## src/rtl/port_arbiter.sv

```systemverilog
// port_arbiter: output-port arbiter for a 16-input serial packet switch.
// Every input runs a small FSM that decodes the LSB-first destination address.
// Inputs whose packets target this port compete round-robin for the one-hot
// select that drives the output-port data mux. Once granted, an owner keeps
// the select until its frame ends.
module port_arbiter #(
  parameter int unsigned PORT_ID   = 0,
  parameter int unsigned ADDR_BITS = 4
) (
  input  logic        clock,
  input  logic        reset_n,
  input  logic [15:0] frame_n,
  input  logic [15:0] valid_n,
  input  logic [15:0] din,
  output logic [15:0] grant,
  output logic        busy_o,
  output logic [15:0] wait_o
);

  localparam int unsigned          NUM_IN       = 16;
  localparam int unsigned          CNT_W        = (ADDR_BITS > 2) ? $clog2(ADDR_BITS) : 1;
  localparam logic [CNT_W-1:0]     LAST_CNT     = CNT_W'(ADDR_BITS - 1);
  localparam logic [ADDR_BITS-1:0] PORT_ADDR    = ADDR_BITS'(PORT_ID);
  localparam logic                 ONE_BIT_ADDR = (ADDR_BITS == 32'd1);

  typedef enum logic [2:0] {
    ST_IDLE = 3'd0,
    ST_ADDR = 3'd1,
    ST_REQ  = 3'd2,
    ST_OWN  = 3'd3,
    ST_SKIP = 3'd4
  } arb_state_e;

  // Per-input state.
  arb_state_e [NUM_IN-1:0]                state_r;
  logic       [NUM_IN-1:0][ADDR_BITS-1:0] addr_r;
  logic       [NUM_IN-1:0][CNT_W-1:0]     cnt_r;
  // An input may only start a packet after its frame_n has been seen high.
  // This discards the tail of a frame that was still low when reset released.
  logic       [NUM_IN-1:0]                armed_r;

  // Arbiter state and registered outputs.
  logic [NUM_IN-1:0] grant_r;
  logic [NUM_IN-1:0] wait_r;
  logic              busy_r;
  logic [3:0]        last_owner_r;

  // Combinational helpers.
  logic [NUM_IN-1:0][ADDR_BITS-1:0] addr_shift_s;
  logic [NUM_IN-1:0]                last_bit_s;
  logic [NUM_IN-1:0]                match_s;
  logic [NUM_IN-1:0]                req_s;
  logic [NUM_IN-1:0]                grant_next_s;
  logic [3:0]                       owner_next_s;
  logic [4:0]                       pick_s;
  logic                             valid_unused_s;

  // Shift one serial address bit in at the MSB, so the first bit received
  // ends up at the LSB after ADDR_BITS shifts.
  function automatic logic [ADDR_BITS-1:0] shift_in(input logic [ADDR_BITS-1:0] addr,
                                                    input logic                 bit_in);
    logic [ADDR_BITS-1:0] res;
    res = addr >> 1;
    res[ADDR_BITS-1] = bit_in;
    return res;
  endfunction

  // Round-robin search starting at (last + 1) mod 16. Bit 4 of the result is
  // the "found" flag and bits 3:0 are the winning index. The loop scans from
  // lowest to highest priority so that the highest-priority hit is written last.
  function automatic logic [4:0] rr_pick(input logic [15:0] req, input logic [3:0] last);
    logic [4:0] res;
    logic [3:0] idx;
    res = 5'd0;
    idx = 4'd0;
    for (int k = 15; k >= 0; k--) begin
      idx = last + 4'd1 + 4'(k);
      if (req[idx]) begin
        res = {1'b1, idx};
      end else begin
        res = res;
      end
    end
    return res;
  endfunction

  // Per-input address decode: next shift value, last-bit detect, match and request.
  always_comb begin
    for (int i = 0; i < NUM_IN; i++) begin
      addr_shift_s[i] = shift_in((state_r[i] == ST_IDLE) ? '0 : addr_r[i], din[i]);
      last_bit_s[i]   = (state_r[i] == ST_IDLE) ? ONE_BIT_ADDR : (cnt_r[i] == LAST_CNT);
      match_s[i]      = (addr_shift_s[i] == PORT_ADDR);
      req_s[i]        = (state_r[i] == ST_REQ);
    end
  end

  // Next grant: the owner holds it until it samples frame_n high. When no
  // grant is active, a round-robin winner is chosen. The edge that clears a
  // grant never issues a new one, which leaves one idle cycle between owners.
  always_comb begin
    grant_next_s = '0;
    owner_next_s = last_owner_r;
    pick_s       = 5'd0;
    if (grant_r != 16'h0000) begin
      grant_next_s = grant_r & ~frame_n;
    end else begin
      pick_s = rr_pick(req_s, last_owner_r);
      if (pick_s[4]) begin
        grant_next_s[pick_s[3:0]] = 1'b1;
        owner_next_s              = pick_s[3:0];
      end else begin
        owner_next_s = last_owner_r;
      end
    end
  end

  // Per-input packet FSMs, serial address capture and registered wait flags.
  always_ff @(posedge clock or negedge reset_n) begin
    if (!reset_n) begin
      for (int i = 0; i < NUM_IN; i++) begin
        state_r[i] <= ST_IDLE;
      end
      addr_r  <= '0;
      cnt_r   <= '0;
      armed_r <= '0;
      wait_r  <= '0;
    end else begin
      for (int i = 0; i < NUM_IN; i++) begin
        armed_r[i] <= armed_r[i] | frame_n[i];
        wait_r[i]  <= 1'b0;
        case (state_r[i])
          ST_IDLE: begin
            if (!frame_n[i] && armed_r[i]) begin
              addr_r[i] <= addr_shift_s[i];
              if (last_bit_s[i]) begin
                cnt_r[i]   <= '0;
                state_r[i] <= match_s[i] ? ST_REQ : ST_SKIP;
                wait_r[i]  <= match_s[i];
              end else begin
                cnt_r[i]   <= CNT_W'(1);
                state_r[i] <= ST_ADDR;
              end
            end else begin
              addr_r[i]  <= '0;
              cnt_r[i]   <= '0;
              state_r[i] <= ST_IDLE;
            end
          end
          ST_ADDR: begin
            if (frame_n[i]) begin
              // The frame ended before the full address arrived: drop it.
              addr_r[i]  <= '0;
              cnt_r[i]   <= '0;
              state_r[i] <= ST_IDLE;
            end else begin
              addr_r[i] <= addr_shift_s[i];
              if (last_bit_s[i]) begin
                cnt_r[i]   <= '0;
                state_r[i] <= match_s[i] ? ST_REQ : ST_SKIP;
                wait_r[i]  <= match_s[i];
              end else begin
                cnt_r[i]   <= cnt_r[i] + CNT_W'(1);
                state_r[i] <= ST_ADDR;
              end
            end
          end
          ST_REQ: begin
            // Sender holds its request until granted, whatever frame_n does.
            if (grant_next_s[i]) begin
              state_r[i] <= ST_OWN;
              wait_r[i]  <= 1'b0;
            end else begin
              state_r[i] <= ST_REQ;
              wait_r[i]  <= 1'b1;
            end
          end
          ST_OWN: begin
            if (frame_n[i]) begin
              state_r[i] <= ST_IDLE;
            end else begin
              state_r[i] <= ST_OWN;
            end
          end
          ST_SKIP: begin
            if (frame_n[i]) begin
              state_r[i] <= ST_IDLE;
            end else begin
              state_r[i] <= ST_SKIP;
            end
          end
          default: begin
            state_r[i] <= ST_IDLE;
            addr_r[i]  <= '0;
            cnt_r[i]   <= '0;
          end
        endcase
      end
    end
  end

  // Output-port select, busy flag and round-robin pointer.
  always_ff @(posedge clock or negedge reset_n) begin
    if (!reset_n) begin
      grant_r      <= '0;
      busy_r       <= 1'b0;
      last_owner_r <= 4'd15;
    end else begin
      grant_r      <= grant_next_s;
      busy_r       <= |grant_next_s;
      last_owner_r <= owner_next_s;
    end
  end

  assign grant  = grant_r;
  assign busy_o = busy_r;
  assign wait_o = wait_r;

  // valid_n only travels with the data to the downstream mux. It plays no
  // part in arbitration, so it is folded into an unused net here.
  assign valid_unused_s = ^valid_n;

endmodule
```

## config.mk

```make
export PLATFORM = sky130hd
export DESIGN_NAME = port_arbiter
export DESIGN_NICKNAME = d
export VERILOG_FILES = /design/src/rtl/port_arbiter.sv
export SDC_FILE = /design/constraint.sdc
export NUM_CORES = 1
export LEC_CHECK = 0
export BUFFER_PORTS_ARGS = -buffer_cell sky130_fd_sc_hd__clkbuf_2
export CAP_MARGIN = 25
export CORE_MARGIN = 1.5
export CORE_UTILIZATION = 40
export CTS_BUF_LIST = sky130_fd_sc_hd__clkbuf_2
export DETAILED_ROUTE_END_ITERATION = 10
export GPL_ROUTABILITY_DRIVEN = 0
export PLACE_DENSITY_LB_ADDON = 0.08
export SETUP_SLACK_MARGIN = 0.02
export SLEW_MARGIN = 10
export SYNTH_ARGS = -nofsm -noshare
export SYNTH_HDL_FRONTEND = slang
export SYNTH_SLANG_ARGS = --single-unit
```

## constraint.sdc

```tcl
create_clock -name clock -period 6.98 [get_ports clock]
set_input_delay 0.349 -clock clock [delete_from_list [all_inputs] [get_ports clock]]
set_output_delay 0.349 -clock clock [all_outputs]
set_load 0.01 [all_outputs]
```

==> results of run 1 <==
[through the flow]
step / util, % / power [mW] / hold WS, ps / cells
3_3_place_gp: 43.05 / 5.142 / 481.5 / 1695
5_1_grt: 45.60 / 6.213 / 159.3 / 1777
3_5_place_dp: 43.05 / 5.150 / 482.4 / 1695
2_1_floorplan: - / 4.054 / 53.41 / 1304
4_1_cts: 45.47 / 5.744 / 129.9 / 1774
6_report: 45.60 / 5.840 / 155.3 / 1777
[power by group through the flow]
stage	registers, mW	clock network [mW]	logic, mW
global route	1.59	0.612	4.01
global placement	1.56	0	3.58
detailed placement	1.56	0	3.59
finish	1.55	0.543	3.75
floorplan	1.38	0	2.68
CTS	1.54	0.575	3.62
[registers in the layout, summed over array words and instances, names as in the netlist]
name          flops
armed_r          16
grant            16
last_owner_r      4
cnt_r            32
busy_o            1
wait_o           16
addr_r           48
state_r          48
[routing by layer]
metal / vias to the layer above / share of wire [%] / GRT usage, %
met2: 332 / 44 / 34.82
met3: 63 / 5.5 / 4.373
met5: - / 0 / 0
met1: 5154 / 47 / 33.82
li1: 5094 / - / -
met4: 0 / 3.1 / 8.974
[layout make-up]
class                           instances  area share [%]
Antenna cell                            1         0.01902
Clock inverter                         13          0.9698
Tap cell                              384           3.651
Clock buffer                           18          0.6845
Inverter                               36           1.027
Sequential cell                       181           34.46
Timing Repair Buffer                  131           7.349
Multi-Input combinational cell       1013           51.84
[worst register-to-register path: stages, from the launching register on]
cell and delay, ps:
dfstp_2 790, inv_1 110, ha_2 540, buf_4 350, nor4bb_1 660, nor3_1 110
a211oi_1 560, o21ai_0 180, buf_4 190, a311o_1 260, a31o_2 230, a221oi_1 240
o31a_1 340, nor3b_2 750, nand2_1 280, a32o_1 290
[cell usage after synthesis, drive strengths merged (16+ instances only)]
cell type / n / area (um^2)
a22o: 16 / 140.1
mux2i: 43 / 430.4
nor2b: 23 / 143.9
nand3: 22 / 110.1
inv: 35 / 131.4
nand2: 119 / 446.7
a22oi: 39 / 292.8
o21ai: 116 / 591.8
a21oi: 62 / 310.3
nor2: 96 / 360.4
clkbuf: 56 / 210.2
buf: 18 / 100.1
nor3b: 21 / 172.7
dfrtp: 177 / 4429
ha: 19 / 237.7
nor3: 71 / 355.3
a211oi: 24 / 180.2
mux4: 16 / 360.4
nand2b: 28 / 175.2
or2: 21 / 131.4
mux2: 21 / 240.2
[worst min path at each step]
stage | to | cells past startpoint | slack (ps)
after floorplan | addr_r[10] | 0 | 50
after global placement | armed_r[12] | 1 | 480
after detailed placement | armed_r[5] | 1 | 480
after CTS | cnt_r[25] | 2 | 130
after global routing | cnt_r[24] | 2 | 160
final | cnt_r[25] | 2 | 160
[repair_timing]
item                       CTS  global route
hold buffers                48             0
resized for setup            0             0
setup endpoints to repair    0             0
hold endpoints to repair   241             0
[cell families (layout without fill, tap and decap cells)]
kind of cell	Yosys count	after routing	share of synthesized area (%)
other cells	0	1	0
xor+xnor	14	14	1.559
mux	80	80	8.737
fa+ha+maj	19	19	2.015
buf+inv	110	198	3.775
flops	181	181	38.43
simple gates	494	494	22.15
compound gates	406	406	23.34
==> results.json, run 1 <==
{
  "grt_pass1_wl_mm": 56.60,
  "critPathBufInv": 3,
  "hpwlAfterDp_mm": 25.18,
  "n_fill_cell": 2888,
  "clock-sinks": 181,
  "ff2ff_path_depth": 15,
  "worst_pin_slew_ps": 922.3,
  "status": "completed",
  "tritoncts": "built",
  "setup_tns_ps": 0,
  "final.period_utilization_pct": 86.18,
  "antenna_found_initial": 1,
  "track_usage_pct": 23.47,
  "r2r-end": "wait_o[11]",
  "drtAntennaViolNets": 0,
  "final_area_um2": 13160,
  "drt_wl_total_mm": 34.94,
  "io_buffer_count": 66,
  "critPathMostFrequentCell": "buf_4",
  "path_max_fanout": 19,
  "fmax_mhz": 166.2,
  "htree_num_levels": 4,
  "die_area_um2": 30540,
  "drv_cap": 0,
  "synth.distinct_cells": 93,
  "syn_nets": 1373,
  "required_ps": 7670,
  "worstPathCellList": "inv_1, ha_2, buf_4, nor4bb_1, nor3_1, a211oi_1, o21ai_0, buf_4, a311o_1, a31o_2, a221oi_1, o31a_1, nor3b_2, nand2_1, a32o_1",
  "fin_crit_ps": 6015,
  "grt-ovfl-total": 0,
  "yosysSeqAreaShare_pct": 38.43,
  "critPathKind": "flip-flop to flip-flop",
  "wl_per_cell_um": 19.66,
  "powerDensity_nw_per_um2": 443.8,
  "synthToLayoutAreaGrowth_pct": 11.53,
  "syn_area_um2": 11800,
  "ys.flop_type": "dfrtp_1",
  "io_pins": 83,
  "slew_violations": 0,
  "cts.clk_slew.worst_paths_ps": 320,
  "synth-edff-count": 0,
  "max_slew_margin_pct": 38.52,
  "power.switching_mw": 3.085,
  "rsz0062_at_grt": "no",
  "setup_viol": 0,
  "dr.pass1.iters": 9,
  "cp_top_family": "compound AO/OA/AOI/OAI gates",
  "dpl-instance-area_um2": 12420,
  "fin_skew_ps": 66.19,
  "clk_path_buf_depth": 2,
  "ir_drop_uv": 228.9,
  "postSynthCellCount": 1304,
  "worst_setup_path_end_kind": "flip-flop",
  "p_int_mw": 2.755,
  "cp-endpoint": "wait_o[11]",
  "drive_gt1_share_pct": 14.15,
  "layout_setup_ws_ps": 964.6,
  "p_sw_share_pct": 52.83,
  "grt_start_max_net_pins": 111,
  "die_height_um": 174.8,
  "rows": 62,
  "total_leakage_power_nw": 5.470,
  "dr.first_iter.drc_count": 1111,
  "finalHoldViolCount": 0,
  "async_flop_share_pct": 100.0,
  "final_cell_mix": "dfrtp_1 (177), nand2_1 (119), o21ai_0 (114), nor2_1 (96), clkbuf_2 (83)",
  "cp_data_arrival_time_ps": 6700,
  "reg2reg_slack_ps": 960,
  "fin_nets": 1449,
  "start_util_pct": 40.89,
  "yosys_warnings": 0,
  "dpl_worst_slack_ps": 1067,
  "drc": 0,
  "multi_input_area_um2": 6823,
  "die_x_um": 174.8,
  "synth_area_per_cell_um2": 9.049,
  "pwr-share-seq_pct": 26.5,
  "combPwrFrac_pct": 64.2,
  "grt_pass1_vias": 10090,
  "cpMaxStageDelayCell": "dfstp_2",
  "path_depth": 15,
  "critical_path.startpoint": "last_owner_r[0]",
  "final_common_cell": "dfrtp_1",
  "hp-class": "input port to asynchronous set/reset pin",
  "core_um2": 28860,
  "slowest_delay_ps": 790,
  "numCtsBuffers": 17,
  "root_buffer": "clkbuf_2",
  "p_clk_share_pct": 9.3,
  "seq_area_um2": 4534,
  "post_cts_buffers": 0,
  "vias": 10640,
  "worst_skew_pair.late_latency_ps": 820,
  "ys_seq_elements": 181,
  "r2r_start": "last_owner_r[0]",
  "startpoint_type": "flip-flop",
  "post_drt_via_cell_ratio": 5.989
}
(Power assumes the default switching activity.)
==> run 2: changes to the inputs <==
--- a/config.mk
+++ b/config.mk
@@ -9,7 +9,6 @@
 export CAP_MARGIN = 25
 export CORE_MARGIN = 1.5
 export CORE_UTILIZATION = 40
-export CTS_BUF_LIST = sky130_fd_sc_hd__clkbuf_2
 export DETAILED_ROUTE_END_ITERATION = 10
 export GPL_ROUTABILITY_DRIVEN = 0
 export PLACE_DENSITY_LB_ADDON = 0.08
==> results.json, run 2 (synthesis results as in run 1) <==
{
  "io_pins": 83,
  "cpMaxStageDelayCell": "nor4b_1",
  "layout_setup_ws_ps": 991.5,
  "post_cts_buffers": 0,
  "fin_skew_ps": 22.77,
  "cts.clk_slew.worst_paths_ps": 70,
  "fin_crit_ps": 5988,
  "grt_pass1_vias": 9854,
  "hp-class": "input port to asynchronous set/reset pin",
  "wl_per_cell_um": 20.01,
  "post_drt_via_cell_ratio": 6.042,
  "start_util_pct": 40.89,
  "die_height_um": 174.8,
  "ctsHoldBuffers": 0,
  "slowest_delay_ps": 790,
  "root_buffer": "clkbuf_16",
  "final_cell_mix": "dfrtp_1 (177), nand2_1 (119), o21ai_0 (114), nor2_1 (96), nor3_1 (71)",
  "worst_setup_path_end_kind": "flip-flop",
  "grt_start_max_net_pins": 111,
  "drv_cap": 0,
  "cp_data_arrival_time_ps": 6330,
  "startpoint_type": "flip-flop",
  "worst_skew_pair.late_latency_ps": 460,
  "tritoncts": "built",
  "synthToLayoutAreaGrowth_pct": 10.48,
  "total_leakage_power_nw": 5.378,
  "track_usage_pct": 23.37,
  "die_area_um2": 30540,
  "clock-sinks": 181,
  "rows": 62,
  "numCtsBuffers": 17,
  "setup_viol": 0,
  "fin_nets": 1401,
  "p_total_mw": 6.249,
  "worst_pin_slew_ps": 923.2,
  "worstPathCellList": "inv_1, ha_2, buf_4, nor4b_1, a2111oi_0, or4_1, a222oi_1, buf_4, nand2b_1, a31o_2, a221oi_1, o31a_1, nor3b_2, nand2_1, a32o_1",
  "finalHoldViolCount": 0,
  "cts_resized": 0,
  "final_common_cell": "dfrtp_1",
  "largestRegisters": "addr_r (48), state_r (48), cnt_r (32)",
  "dpl_worst_slack_ps": 1067,
  "slew_violations": 0,
  "final.period_utilization_pct": 85.79,
  "critPathKind": "flip-flop to flip-flop",
  "fmax_mhz": 167.0,
  "hpwlAfterDp_mm": 25.18,
  "powerDensity_nw_per_um2": 479.3,
  "dp.cells": 1695,
  "drc": 0,
  "required_ps": 7320,
  "status": "completed",
  "num_antenna_cells": 0,
  "dpl-instance-area_um2": 12420,
  "drtAntennaViolNets": 0,
  "path_max_fanout": 24,
  "drt_wl_total_mm": 34.58,
  "critPathMostFrequentCell": "buf_4",
  "dr.first_iter.drc_count": 1089,
  "stdcell_count": 1728,
  "max_slew_margin_pct": 38.45,
  "io_buffer_count": 66,
  "core_um2": 28860,
  "grt-ovfl-total": 0,
  "clk_path_buf_depth": 2,
  "rsz0062_at_grt": "no",
  "drive_gt1_share_pct": 14.73,
  "vias": 10440,
  "final_area_um2": 13040,
  "htree_num_levels": 4,
  "dr.pass1.iters": 6,
  "ir_drop_uv": 226.5,
  "die_x_um": 174.8,
  "ff2ff_path_depth": 15,
  "setup_tns_ps": 0,
  "grt_pass1_wl_mm": 56.13,
  "antenna_found_initial": 0
}
[run 2: metrics by stage]
| step | hold WS (ps) | utilization, % |
|---|---|---|
| finish | 2.853 | 45.17 |
| global placement | 481.5 | 43.05 |
| CTS | 64.55 | 45.05 |
| detailed placement | 482.4 | 43.05 |
| global route | 88.68 | 45.17 |
| floorplan | 53.41 | - |
[run 2: area by class of cell]
| cell class | count | area (um^2) |
|---|---|---|
| multi-input cells | 1013 | 6823 |
| inverters | 36 | 135.1 |
| repair buffers | 83 | 486.7 |
| clock buffers | 20 | 456.7 |
| fillers | 2886 | 15820 |
| well taps | 384 | 480.5 |
| clock inverters | 11 | 120.1 |
| flip-flops and latches | 181 | 4534 |
[run 2: worst paths after layout]
| check | start | end | slack [ps] |
|---|---|---|---|
| setup reg to reg | last_owner_r[0] | wait_o[11] | 990 |
| hold reg to reg | armed_r[5] | armed_r[5] | 500 |
| min in group clock | din[2] | addr_r[11] | 140 |
| max in group asynchronous | reset_n | last_owner_r[3] | 5780 |
| hold / removal | reset_n | addr_r[43] | 3 |
| setup / recovery | last_owner_r[0] | wait_o[11] | 990 |
[run 2: where the power goes]
part / total (mW) / internal (mW) / switching, mW / leakage, nW
clock: 0.975 / 0.518 / 0.457 / 0.281
sequential: 1.55 / 1.24 / 0.307 / 2.33
combinational: 3.73 / 1.36 / 2.37 / 2.76
[run 2: metal layers]
| layer | vias up | global-route usage, % | share of wire, % | wire length, um |
|---|---|---|---|---|
| li1 | 5014 | - | - | - |
| met1 | 5039 | 33.64 | 47 | 16400 |
| met2 | 317 | 33.99 | 43 | 15020 |
| met3 | 70 | 4.852 | 5.8 | 1998 |
| met4 | 0 | 9.722 | 3.3 | 1157 |
| met5 | - | 0 | 0 | 0 |
[run 2: worst max-delay path: cells and delay by family (launching register included)]
family / cells / cell delay [ps]
and+or+nand+nor: 5 / 2460
buffers and inverters: 3 / 610
DFF: 1 / 730
adders and majority gates: 1 / 430
AOI/OAI and AO/OA: 6 / 1640
==> run 3: changes to the inputs <==
--- a/config.mk
+++ b/config.mk
@@ -12,6 +12,7 @@
 export DETAILED_ROUTE_END_ITERATION = 10
 export GPL_ROUTABILITY_DRIVEN = 0
 export PLACE_DENSITY_LB_ADDON = 0.08
+export RECOVER_POWER = 50
 export SETUP_SLACK_MARGIN = 0.02
 export SLEW_MARGIN = 10
 export SYNTH_ARGS = -nofsm -noshare
==> results.json, run 3 (synthesis results as in run 1) <==
{
  "total_leakage_power_nw": 5.296,
  "final_common_cell": "dfrtp_1",
  "clock-sinks": 181,
  "rows": 62,
  "grt_pass1_vias": 9854,
  "clk_path_buf_depth": 2,
  "worst_pin_slew_ps": 5226,
  "antenna_found_initial": 0,
  "io_pins": 83,
  "cts.clk_slew.worst_paths_ps": 70,
  "die_height_um": 174.8,
  "layout_setup_ws_ps": 1101,
  "io_buffer_count": 66,
  "fin_util_pct": 44.99,
  "hpwlAfterDp_mm": 25.18,
  "root_buffer": "clkbuf_16",
  "reg2reg_slack_ps": 1100,
  "dr.first_iter.drc_count": 1093,
  "worstPathCellList": "inv_1, ha_2, buf_4, nor4bb_1, nor3_1, a211oi_1, o21ai_0, buf_4, a311o_1, a31o_2, a221oi_1, o31a_1, nor3b_2, nand2_1, a32o_1",
  "cp_top_family": "compound AO/OA/AOI/OAI gates",
  "track_usage_pct": 23.37,
  "path_max_fanout": 19,
  "hold_ws_ps": 132.9,
  "drv_cap": 1,
  "fin_skew_ps": 29.24,
  "vias": 10400,
  "fin_nets": 1401,
  "slowest_delay_ps": 750,
  "drive_gt1_share_pct": 13.02,
  "required_ps": 7320,
  "setup_tns_ps": 0,
  "fmax_mhz": 170.1,
  "finalHoldViolCount": 0,
  "startpoint_type": "flip-flop",
  "numCtsBuffers": 17,
  "drtAntennaViolNets": 0,
  "drc": 0,
  "num_antenna_cells": 0,
  "worst_skew_pair.late_latency_ps": 460,
  "n_fill_cell": 2897,
  "post_cts_buffers": 0,
  "powerDensity_nw_per_um2": 481.0,
  "ir_drop_uv": 228.4,
  "final.period_utilization_pct": 84.22,
  "htree_num_levels": 4,
  "start_util_pct": 40.89,
  "slew_violations": 111,
  "rsz0062_at_grt": "no",
  "core_um2": 28860,
  "critPathBufInv": 3,
  "dr.pass1.iters": 5,
  "grt_start_max_net_pins": 111,
  "wl_per_cell_um": 20.06,
  "critPathMostFrequentCell": "buf_4",
  "largestRegisters": "addr_r (48), state_r (48), cnt_r (32)",
  "max_slew_margin_pct": -248.4,
  "grt_pass1_wl_mm": 56.13,
  "cpMaxStageDelayCell": "nor3b_2",
  "seq_area_um2": 4534,
  "drt_wl_total_mm": 34.66,
  "cts_resized": 0,
  "worst_setup_path_end_kind": "flip-flop",
  "grt-ovfl-total": 0,
  "tritoncts": "built",
  "cp_data_arrival_time_ps": 6220,
  "die_area_um2": 30540,
  "critPathKind": "flip-flop to flip-flop",
  "fin_crit_ps": 5879,
  "status": "complete, but fails checks",
  "ctsHoldBuffers": 0,
  "post_drt_via_cell_ratio": 6.021,
  "multi_input_area_um2": 6823,
  "hp-class": "input port to flip-flop",
  "dpl_worst_slack_ps": 1067,
  "final_cell_mix": "dfrtp_1 (177), nand2_1 (119), o21ai_0 (114), nor2_1 (96), nor3_1 (71)",
  "setup_viol": 0,
  "synthToLayoutAreaGrowth_pct": 10.03,
  "die_x_um": 174.8,
  "violations": "capacitance limit, slew limit"
}
run 3: cell count changes in the layout (fill, tap and decap cells not counted):
cell	change
buf_16	-1
buf_4	-1
clkbuf_1	+21
clkbuf_2	-20
clkbuf_4	+1
clkbuf_8	-1
clkdlybuf4s25_1	+1
mux2_1	+1
mux2_2	-1
run 3: where the power goes:
part,switching (mW),internal (mW),total (mW)
Combinational,2.37,1.35,3.72
Sequential,0.308,1.24,1.55
Clock,0.455,0.518,0.974
run 3: path summary, 6_finish.rpt:
check,startpoint,end,depth (start not counted)
max in group asynchronous,reset_n,state_r[3],3
max reg2reg,last_owner_r[0],wait_o[11],15
min,frame_n[2],state_r[8],2
min reg2reg,armed_r[5],armed_r[5],1
max,last_owner_r[0],wait_o[11],15
min in group asynchronous,reset_n,addr_r[43],1
run 3: per-layer routing:
layer	global-route usage (%)	vias to the layer above	part of all wire, %	wire length, um
met3	4.852	59	5.3	1850
met2	33.99	284	43	15080
li1	-	5009	-	-
met4	9.722	0	3.2	1099
met1	33.64	5052	48	16630
met5	0	-	0	0
run 3: layout make-up:
type	instances	area share (%)
clock inverters	11	0.9251
inverters	36	1.041
clock buffers	20	3.517
repair buffers	83	3.344
flip-flops and latches	181	34.92
multi-input cells	1013	52.55
well taps	384	3.700
run 3: per-stage QoR:
step	total power [mW]	instances	instance area (um^2)
floorplan	4.054	1304	11800
global placement	5.142	1695	12420
detailed placement	5.150	1695	12420
CTS	6.159	1726	13000
global route	6.618	1728	12980
finish	6.246	1728	12980
